**src/rtl/camera_pkg.sv**
```systemverilog
// Shared definitions for the camera pixel reader.
// Holds the Avalon register offsets, the STATUS/CTRL bit positions, the
// fetch FSM state encoding and a helper that assembles the STATUS word.
package camera_pkg;

  // Avalon register offsets
  localparam logic [1:0] REG_ADDR   = 2'd0;
  localparam logic [1:0] REG_DATA   = 2'd1;
  localparam logic [1:0] REG_STATUS = 2'd2;
  localparam logic [1:0] REG_CTRL   = 2'd3;

  // STATUS bit positions
  localparam int STAT_VALID   = 0;
  localparam int STAT_BUSY    = 1;
  localparam int STAT_OVERRUN = 2;
  localparam int STAT_TIMEOUT = 3;

  // CTRL bit positions
  localparam int CTRL_AUTOINC = 0;
  localparam int CTRL_CLEAR   = 1;

  // Fetch FSM state encoding
  localparam logic [1:0] ST_IDLE       = 2'd0;
  localparam logic [1:0] ST_WAIT_FRAME = 2'd1;
  localparam logic [1:0] ST_REQ        = 2'd2;
  localparam logic [1:0] ST_WAIT_DATA  = 2'd3;

  // Build the 32-bit STATUS readback word; unused bits read as zero.
  function automatic logic [31:0] status_word(input logic valid,
                                              input logic busy,
                                              input logic overrun,
                                              input logic timeout);
    logic [31:0] w;
    w               = 32'd0;
    w[STAT_VALID]   = valid;
    w[STAT_BUSY]    = busy;
    w[STAT_OVERRUN] = overrun;
    w[STAT_TIMEOUT] = timeout;
    return w;
  endfunction

endpackage

```
**src/rtl/camera_pixel_reader_if.sv**
```systemverilog
// Bus bundle for the camera pixel reader.
// Carries the Avalon-MM slave signals (address, chipselect, write_n, read_n,
// writedata, readdata) and the frame-buffer read port (frame_busy,
// mem_rd_req, mem_rd_addr, mem_rd_valid, mem_rd_data).
//   slave  : the pixel reader side
//   master : the CPU / frame-buffer side (testbench)
interface camera_pixel_reader_if #(
  parameter int ADDR_W = 12,
  parameter int PIX_W  = 8
);

  logic [1:0]        address;
  logic              chipselect;
  logic              write_n;
  logic              read_n;
  logic [31:0]       writedata;
  logic [31:0]       readdata;
  logic              frame_busy;
  logic              mem_rd_req;
  logic [ADDR_W-1:0] mem_rd_addr;
  logic              mem_rd_valid;
  logic [PIX_W-1:0]  mem_rd_data;

  modport slave (
    input  address, chipselect, write_n, read_n, writedata,
    output readdata,
    input  frame_busy,
    output mem_rd_req, mem_rd_addr,
    input  mem_rd_valid, mem_rd_data
  );

  modport master (
    output address, chipselect, write_n, read_n, writedata,
    input  readdata,
    output frame_busy,
    input  mem_rd_req, mem_rd_addr,
    output mem_rd_valid, mem_rd_data
  );

endinterface

```
**src/rtl/camera_fetch_fsm.sv**
```systemverilog
// Fetch sequencer for the camera pixel reader.
// Waits for the camera writer to release the buffer, issues a single-cycle
// read request and waits a bounded time for the returned pixel.
// Ports:
//   clk, reset_n         clock, async active-low reset
//   start_i, start_addr_i  begin a fetch at the given pixel address (IDLE only)
//   frame_busy_i         camera writer owns the buffer
//   mem_rd_valid_i       read data returned by the frame buffer
//   busy_o               a fetch is in progress
//   capture_o            pulse: pixel data is on mem_rd_data this cycle
//   timeout_o            pulse: the fetch gave up waiting
//   mem_rd_req_o, mem_rd_addr_o  frame-buffer read request
module camera_fetch_fsm
  import camera_pkg::*;
#(
  parameter int ADDR_W  = 12,
  parameter int TIMEOUT = 255
) (
  input  logic              clk,
  input  logic              reset_n,
  input  logic              start_i,
  input  logic [ADDR_W-1:0] start_addr_i,
  input  logic              frame_busy_i,
  input  logic              mem_rd_valid_i,
  output logic              busy_o,
  output logic              capture_o,
  output logic              timeout_o,
  output logic              mem_rd_req_o,
  output logic [ADDR_W-1:0] mem_rd_addr_o
);

  // Counter holds the number of WAIT_DATA cycles already spent; the last
  // allowed value is TIMEOUT-1, so the give-up edge lands TIMEOUT cycles
  // after the request cycle.
  localparam int              CNT_W    = (TIMEOUT < 2) ? 1 : $clog2(TIMEOUT);
  localparam logic [CNT_W-1:0] CNT_LAST = CNT_W'(TIMEOUT - 1);

  logic [1:0]        state_q, state_d;
  logic [CNT_W-1:0]  cnt_q, cnt_d;
  logic              req_q, req_d;
  logic [ADDR_W-1:0] fetch_addr_q, fetch_addr_d;
  logic              capture_s;
  logic              timeout_s;

  // Next-state, request and timeout-counter logic
  always_comb begin
    state_d      = state_q;
    cnt_d        = cnt_q;
    req_d        = 1'b0;
    fetch_addr_d = fetch_addr_q;
    capture_s    = 1'b0;
    timeout_s    = 1'b0;
    case (state_q)
      ST_IDLE: begin
        if (start_i) begin
          fetch_addr_d = start_addr_i;
          if (frame_busy_i) begin
            state_d = ST_WAIT_FRAME;
          end else begin
            // Request flop rises together with the REQ state
            state_d = ST_REQ;
            req_d   = 1'b1;
          end
        end else begin
          state_d = ST_IDLE;
        end
      end
      ST_WAIT_FRAME: begin
        if (frame_busy_i) begin
          state_d = ST_WAIT_FRAME;
        end else begin
          state_d = ST_REQ;
          req_d   = 1'b1;
        end
      end
      ST_REQ: begin
        cnt_d   = {CNT_W{1'b0}};
        state_d = ST_WAIT_DATA;
      end
      ST_WAIT_DATA: begin
        if (mem_rd_valid_i) begin
          capture_s = 1'b1;
          state_d   = ST_IDLE;
        end else if (cnt_q == CNT_LAST) begin
          timeout_s = 1'b1;
          state_d   = ST_IDLE;
        end else begin
          cnt_d = cnt_q + CNT_W'(1);
        end
      end
      default: begin
        state_d = ST_IDLE;
      end
    endcase
  end

  // FSM state, counter and registered request port
  always_ff @(posedge clk or negedge reset_n) begin
    if (!reset_n) begin
      state_q      <= ST_IDLE;
      cnt_q        <= {CNT_W{1'b0}};
      req_q        <= 1'b0;
      fetch_addr_q <= {ADDR_W{1'b0}};
    end else begin
      state_q      <= state_d;
      cnt_q        <= cnt_d;
      req_q        <= req_d;
      fetch_addr_q <= fetch_addr_d;
    end
  end

  assign busy_o        = (state_q != ST_IDLE);
  assign capture_o     = capture_s;
  assign timeout_o     = timeout_s;
  assign mem_rd_req_o  = req_q;
  assign mem_rd_addr_o = fetch_addr_q;

endmodule

```
**src/rtl/camera_pixel_reader.sv**
```systemverilog
// Avalon-MM slave that reads single pixels out of the camera frame buffer.
// Register map: ADDR (RW, write starts a fetch), DATA (RO, last pixel;
// with autoinc a read of a valid pixel advances ADDR and fetches the next),
// STATUS (RO: valid, busy, overrun, timeout) and CTRL (autoinc, W1C clear).
// Ports:
//   clk, reset_n  clock, async active-low reset
//   bus           Avalon slave + frame-buffer read port (slave modport)
module camera_pixel_reader
  import camera_pkg::*;
#(
  parameter int ADDR_W  = 12,
  parameter int PIX_W   = 8,
  parameter int TIMEOUT = 255
) (
  input  logic                  clk,
  input  logic                  reset_n,
  camera_pixel_reader_if.slave  bus
);

  logic [ADDR_W-1:0] addr_q, addr_d;
  logic [PIX_W-1:0]  data_q, data_d;
  logic              valid_q, valid_d;
  logic              overrun_q, overrun_d;
  logic              timeout_q, timeout_d;
  logic              autoinc_q, autoinc_d;

  logic              wr_s;
  logic              rd_s;
  logic              addr_wr_s;
  logic              ctrl_wr_s;
  logic              inc_rd_s;
  logic              start_s;
  logic              overrun_evt_s;
  logic [ADDR_W-1:0] start_addr_s;
  logic              busy_s;
  logic              capture_s;
  logic              timeout_evt_s;
  logic [31:0]       readdata_s;
  logic              unused_wdata_s;

  // Only the low bits of writedata are meaningful for any register
  assign unused_wdata_s = ^bus.writedata;

  camera_fetch_fsm #(
    .ADDR_W  (ADDR_W),
    .TIMEOUT (TIMEOUT)
  ) u_fetch (
    .clk            (clk),
    .reset_n        (reset_n),
    .start_i        (start_s),
    .start_addr_i   (start_addr_s),
    .frame_busy_i   (bus.frame_busy),
    .mem_rd_valid_i (bus.mem_rd_valid),
    .busy_o         (busy_s),
    .capture_o      (capture_s),
    .timeout_o      (timeout_evt_s),
    .mem_rd_req_o   (bus.mem_rd_req),
    .mem_rd_addr_o  (bus.mem_rd_addr)
  );

  // Bus decode: fetch start, overrun detection and the address a new fetch uses
  always_comb begin
    wr_s      = bus.chipselect & ~bus.write_n;
    rd_s      = bus.chipselect & ~bus.read_n;
    addr_wr_s = wr_s & (bus.address == REG_ADDR);
    ctrl_wr_s = wr_s & (bus.address == REG_CTRL);
    // Auto-increment only fires on a DATA read that actually returns a fresh pixel
    inc_rd_s  = rd_s & (bus.address == REG_DATA) & autoinc_q & valid_q;
    start_s       = (addr_wr_s | inc_rd_s) & ~busy_s;
    overrun_evt_s = (addr_wr_s | inc_rd_s) & busy_s;
    if (addr_wr_s) begin
      start_addr_s = bus.writedata[ADDR_W-1:0];
    end else begin
      start_addr_s = addr_q + ADDR_W'(1);
    end
  end

  // Register-file next-state logic
  always_comb begin
    addr_d    = addr_q;
    data_d    = data_q;
    valid_d   = valid_q;
    overrun_d = overrun_q;
    timeout_d = timeout_q;
    autoinc_d = autoinc_q;

    if (start_s) begin
      addr_d = start_addr_s;
    end else begin
      addr_d = addr_q;
    end

    if (capture_s) begin
      data_d = bus.mem_rd_data;
    end else begin
      data_d = data_q;
    end

    // start only happens in IDLE and capture only in WAIT_DATA, so they never collide
    if (start_s) begin
      valid_d = 1'b0;
    end else if (capture_s) begin
      valid_d = 1'b1;
    end else begin
      valid_d = valid_q;
    end

    // A new event wins over a simultaneous clear so it is never lost
    if (overrun_evt_s) begin
      overrun_d = 1'b1;
    end else if (ctrl_wr_s & bus.writedata[CTRL_CLEAR]) begin
      overrun_d = 1'b0;
    end else begin
      overrun_d = overrun_q;
    end

    if (timeout_evt_s) begin
      timeout_d = 1'b1;
    end else if (ctrl_wr_s & bus.writedata[CTRL_CLEAR]) begin
      timeout_d = 1'b0;
    end else begin
      timeout_d = timeout_q;
    end

    if (ctrl_wr_s) begin
      autoinc_d = bus.writedata[CTRL_AUTOINC];
    end else begin
      autoinc_d = autoinc_q;
    end
  end

  // Register file
  always_ff @(posedge clk or negedge reset_n) begin
    if (!reset_n) begin
      addr_q    <= {ADDR_W{1'b0}};
      data_q    <= {PIX_W{1'b0}};
      valid_q   <= 1'b0;
      overrun_q <= 1'b0;
      timeout_q <= 1'b0;
      autoinc_q <= 1'b0;
    end else begin
      addr_q    <= addr_d;
      data_q    <= data_d;
      valid_q   <= valid_d;
      overrun_q <= overrun_d;
      timeout_q <= timeout_d;
      autoinc_q <= autoinc_d;
    end
  end

  // Zero-wait-state read mux; drives zero when no read is in progress
  always_comb begin
    readdata_s = 32'd0;
    if (rd_s) begin
      case (bus.address)
        REG_ADDR:   readdata_s = 32'(addr_q);
        REG_DATA:   readdata_s = 32'(data_q);
        REG_STATUS: readdata_s = status_word(valid_q, busy_s, overrun_q, timeout_q);
        REG_CTRL:   readdata_s = {31'd0, autoinc_q};
        default:    readdata_s = 32'd0;
      endcase
    end else begin
      readdata_s = 32'd0;
    end
  end

  assign bus.readdata = readdata_s;

endmodule

```
**src/flat_wrapper.sv**
```systemverilog
// flat-port wrapper written by rule: the top's interface ports become plain ports
module camera_pixel_reader_flat import camera_pkg::*;
#(
  parameter int ADDR_W  = 12,
  parameter int PIX_W   = 8,
  parameter int TIMEOUT = 255
)
  (clk, reset_n, bus_address, bus_chipselect, bus_write_n, bus_read_n, bus_writedata, bus_readdata, bus_frame_busy, bus_mem_rd_req, bus_mem_rd_addr, bus_mem_rd_valid, bus_mem_rd_data);
  camera_pixel_reader_if #(.ADDR_W(ADDR_W), .PIX_W(PIX_W)) bus_i ();
  input  logic clk;
  input  logic reset_n;
  input wire logic [$bits(bus_i.address)-1:0] bus_address;
  input wire logic [$bits(bus_i.chipselect)-1:0] bus_chipselect;
  input wire logic [$bits(bus_i.write_n)-1:0] bus_write_n;
  input wire logic [$bits(bus_i.read_n)-1:0] bus_read_n;
  input wire logic [$bits(bus_i.writedata)-1:0] bus_writedata;
  output wire logic [$bits(bus_i.readdata)-1:0] bus_readdata;
  input wire logic [$bits(bus_i.frame_busy)-1:0] bus_frame_busy;
  output wire logic [$bits(bus_i.mem_rd_req)-1:0] bus_mem_rd_req;
  output wire logic [$bits(bus_i.mem_rd_addr)-1:0] bus_mem_rd_addr;
  input wire logic [$bits(bus_i.mem_rd_valid)-1:0] bus_mem_rd_valid;
  input wire logic [$bits(bus_i.mem_rd_data)-1:0] bus_mem_rd_data;
  assign bus_i.address = bus_address;
  assign bus_i.chipselect = bus_chipselect;
  assign bus_i.write_n = bus_write_n;
  assign bus_i.read_n = bus_read_n;
  assign bus_i.writedata = bus_writedata;
  assign bus_readdata = bus_i.readdata;
  assign bus_i.frame_busy = bus_frame_busy;
  assign bus_mem_rd_req = bus_i.mem_rd_req;
  assign bus_mem_rd_addr = bus_i.mem_rd_addr;
  assign bus_i.mem_rd_valid = bus_mem_rd_valid;
  assign bus_i.mem_rd_data = bus_mem_rd_data;
  camera_pixel_reader #(.ADDR_W(ADDR_W), .PIX_W(PIX_W), .TIMEOUT(TIMEOUT)) u_core (.clk(clk), .reset_n(reset_n), .bus(bus_i));
endmodule
```
**config.mk**
```make
export PLATFORM = sky130hd
export DESIGN_NAME = camera_pixel_reader_flat
export DESIGN_NICKNAME = d
export VERILOG_FILES = /design/src/rtl/camera_pkg.sv /design/src/rtl/camera_pixel_reader_if.sv /design/src/rtl/camera_fetch_fsm.sv /design/src/rtl/camera_pixel_reader.sv /design/src/flat_wrapper.sv
export SDC_FILE = /design/constraint.sdc
export NUM_CORES = 1
export LEC_CHECK = 0
export BUFFER_PORTS_ARGS = -buffer_cell sky130_fd_sc_hd__buf_2
export CORE_ASPECT_RATIO = 0.75
export CORE_MARGIN = 10
export CORE_UTILIZATION = 50
export DETAILED_ROUTE_END_ITERATION = 8
export PLACE_DENSITY = 0.81
export SYNTH_ARGS = -nofsm -noshare
export SYNTH_HDL_FRONTEND = slang
export SYNTH_HIERARCHICAL = 1
export SYNTH_SLANG_ARGS = --single-unit
```
**constraint.sdc**
```tcl
create_clock -name clk -period 3.12 [get_ports clk]
set_input_delay 0.468 -clock clk [delete_from_list [all_inputs] [get_ports clk]]
set_output_delay 0.468 -clock clk [all_outputs]
set_load 0.1 [all_outputs]
```
==> summary.txt <==
Clocking
  • Total CTS buffers: 5
  • Skew-Pair Late Insertion Delay: between 300 and 400 ps
  • Post-CTS Resized: 0
  • Worst-path clk slew: approximately 80 ps
  • CTS H-tree lvls: 2
  • Max clock buf depth: 2
  • TritonCTS Sinks: 47
  • CTS tree: yes
  • Clock Root Buffer: clkbuf_8
  • Hold_buf cts: 0
  • Setup Fix Bufs, Post-CTS: 0

Global routing
  • Total GRT Usage: 0.148
  • First-pass GRT wire length: roughly 11 mm
  • Total grt overflow: 0
  • Vias in the first global route: 2144
  • Antenna violations before repair: 0
  • Largest net degree at the start of global routing: 48

STA
  • Max-slew violations: 0
  • Final hold viol count: 0
  • Setup TNS: 0 ps
  • Slew of the pin with the lowest slew margin: a little over 1000 ps
  • FMAX: ~0.43 GHz
  • WHS: approximately 330 ps
  • RSZ-0062 raised after global routing: no
  • Final min period: between 2000 and 2500 ps
  • Skew final: approximately 5.4 ps
  • Crit share post-route: 0.748
  • Worst rel slew slack: 0.322
  • # setup viols final: 0

Pwr
  • Pleak: 1.49 nW
  • Clock share of power: 0.146
  • Final Power: around 0.0025 W
  • Switching Fraction: 0.486
  • Internal power: 0.00128 W
  • P_sw: about 0.0012 W
  • Logic pwr share: 0.461
  • Sequential share of power: 0.393
  • Pwr Density: about 800 nW/um2
  • Peak VDD IR: 554 uV

Cells and area
  • # fillers: around 500
  • Share of cells above drive strength 1: 0.322
  • Most frequent cells in the layout: 53 x buf_2, 47 x dfrtp_1, 28 x nor2_1
  • Fin cells: just under 400
  • Final Util: 0.576
  • # diodes: 0
  • NumNets Final: between 300 and 400
  • Leading cell type in the layout, fill and taps excluded: buf_2
  • Area delta synth->final: 9.83%

Setup path
  • Critical path type: primary input to output port
  • Worst Path Max Fanout: 5
  • Crit path DAT: ~1900 ps
  • CP startpoint kind: primary input
  • Critical Path RT: around 2700 ps
  • Crit end category: output port
  • R2r worst-path depth: 6

Placed design
  • # placed instances: 390
  • Post-DP HPWL: 5.04 mm
  • Port bufs: between 50 and 60
  • Routability congestion estimate: ~0.91

Floorplan
  • Die Footprint: a little over 9000 um2
  • Core area: 5410 um2
  • Initial core utilization: 0.525
  • Row count: 23
  • Die Wd: approximately 110 um
  • I/O Pins: 94
  • Die H: between 80 and 90 um

Worst hold path
  • Worst Hold Class: primary input to asynchronous set/reset pin

Synth
  • Async SR Flop Fraction: 1.00
  • Register area share after synthesis: 0.414
  • Mapped Cells: 275
  • Syn Std Cell Area: 2840 um2
  • Ys Warns: 6
  • Flip-flop and latch count after synthesis: 47
  • Mean Syn Cell Area: approximately 10 um2
  • Yosys cell types: 56
  • Primary FF master, synth: dfrtp_1
  • Post-synth EDFFs: 0

Detailed routing
  • DRC violations left: 0
  • Final wirelength: between 6 and 7 mm
  • DR vias/cell: 5.50
  • Via count: approximately 2200
  • Wire per inst: 16.8 um
  • 1st-iter DRT viols: roughly 130
  • Routed Antenna Nets: 0
  • First drt pass iteration count: 4

Run
  • Maxcap violations: 0

Run status
  • Outcome: finished, final reports clean
Yosys cell counts (3+ instances only):
| master | n | area share |
|---|---|---|
| buf_4 | 20 | 0.053 |
| a2bb2oi_1 | 5 | 0.015 |
| clkbuf_1 | 6 | 0.0079 |
| and3_1 | 4 | 0.0088 |
| nor2b_1 | 4 | 0.0088 |
| nand2_1 | 12 | 0.016 |
| a211oi_1 | 6 | 0.016 |
| mux2i_1 | 7 | 0.025 |
| xnor2_1 | 3 | 0.0093 |
| mux2_4 | 3 | 0.016 |
| mux2_2 | 23 | 0.091 |
| nand2b_1 | 3 | 0.0066 |
| xor2_1 | 6 | 0.019 |
| o22ai_1 | 7 | 0.015 |
| nand3_1 | 10 | 0.018 |
| dfrtp_1 | 47 | 0.41 |
| a311oi_1 | 3 | 0.0093 |
| and2_1 | 4 | 0.0088 |
| buf_6 | 4 | 0.016 |
| inv_1 | 3 | 0.0040 |
| a21oi_1 | 16 | 0.028 |
| nor2_1 | 28 | 0.037 |
| nor3_1 | 3 | 0.0053 |
| o31ai_1 | 3 | 0.0079 |
| ha_1 | 3 | 0.013 |
| nand4_1 | 5 | 0.011 |
final cells by class:
type	count	area, um2	area share
clock buffers	5	68.8	0.0221
clock inverters	3	15.0	0.00482
inverters	3	11.3	0.00361
multi-input cells	210	1470	0.472
flip-flops and latches	47	1180	0.377
well taps	75	93.8	0.0301
repair buffers	55	280	0.0899
worst max-delay path, stage by stage:
cell      delay, ps
buf_2           100
nand2b_1        220
nor3_1          440
and2_1          210
buf_2           430
metal layers:
metal  GRT usage  vias up  share of wire
met1       0.188     1060           0.44
met5           0        -              0
met2       0.227       80           0.46
met3      0.0589        9          0.089
li1            -     1040              -
met4      0.0442        0          0.013
cells by family after synthesis:
| family | count (synthesis) | synth area share |
|---|---|---|
| XOR/XNOR | 9 | 0.0278 |
| flip-flops | 47 | 0.414 |
| adder cells (fa/ha/maj) | 3 | 0.0132 |
| AO/OA/AOI/OAI | 51 | 0.124 |
| multiplexers | 36 | 0.148 |
| other | 1 | 0.00132 |
| AND/OR/NAND/NOR | 91 | 0.180 |
| buffers and inverters | 37 | 0.0921 |
path summary, 6_finish.rpt:
kind	start	end	slack, ps
max	bus_read_n	bus_readdata[9]	790
min	reset_n	u_core/u_fetch/mem_rd_addr_o[5]	330
max reg2reg	u_core/valid_q	u_core/u_fetch/mem_rd_addr_o[3]	1230
min reg2reg	u_core/u_fetch/mem_rd_addr_o[7]	u_core/u_fetch/mem_rd_addr_o[7]	490
max in group asynchronous	reset_n	u_core/u_fetch/mem_rd_addr_o[0]	2170
min in group clk	bus_frame_busy	u_core/u_fetch/mem_rd_req_o	360
power by group through the flow:
stage	Clock, W	Combinational, W	Sequential (W)
3_3_place_gp	0	0.00112	0.000976
2_1_floorplan	0	0.000676	0.00126
6_report	0.000364	0.00115	0.000984
3_5_place_dp	0	0.00115	0.000994
4_1_cts	0.000379	0.00116	0.000982
5_1_grt	0.000404	0.00123	0.00102
sequential cells by signal, summed over array words and instances, names as in the netlist:
register and flops:
u_core/autoinc_q 1, u_core/u_fetch/mem_rd_addr_o 12, u_core/valid_q 1, u_core/data_q 8, u_core/timeout_q 1, u_core/u_fetch/state_q 2
u_core/u_fetch/cnt_q 8, u_core/addr_q 12, u_core/u_fetch/mem_rd_req_o 1, u_core/overrun_q 1
stage by stage:
step	area, um2	setup WS [ps]
2_1_floorplan	2910	267
3_3_place_gp	3030	510
3_5_place_dp	3030	485
4_1_cts	3120	804
5_1_grt	3120	724
6_report	3120	786
No activity file was read; power rests on OpenSTA's default activity.
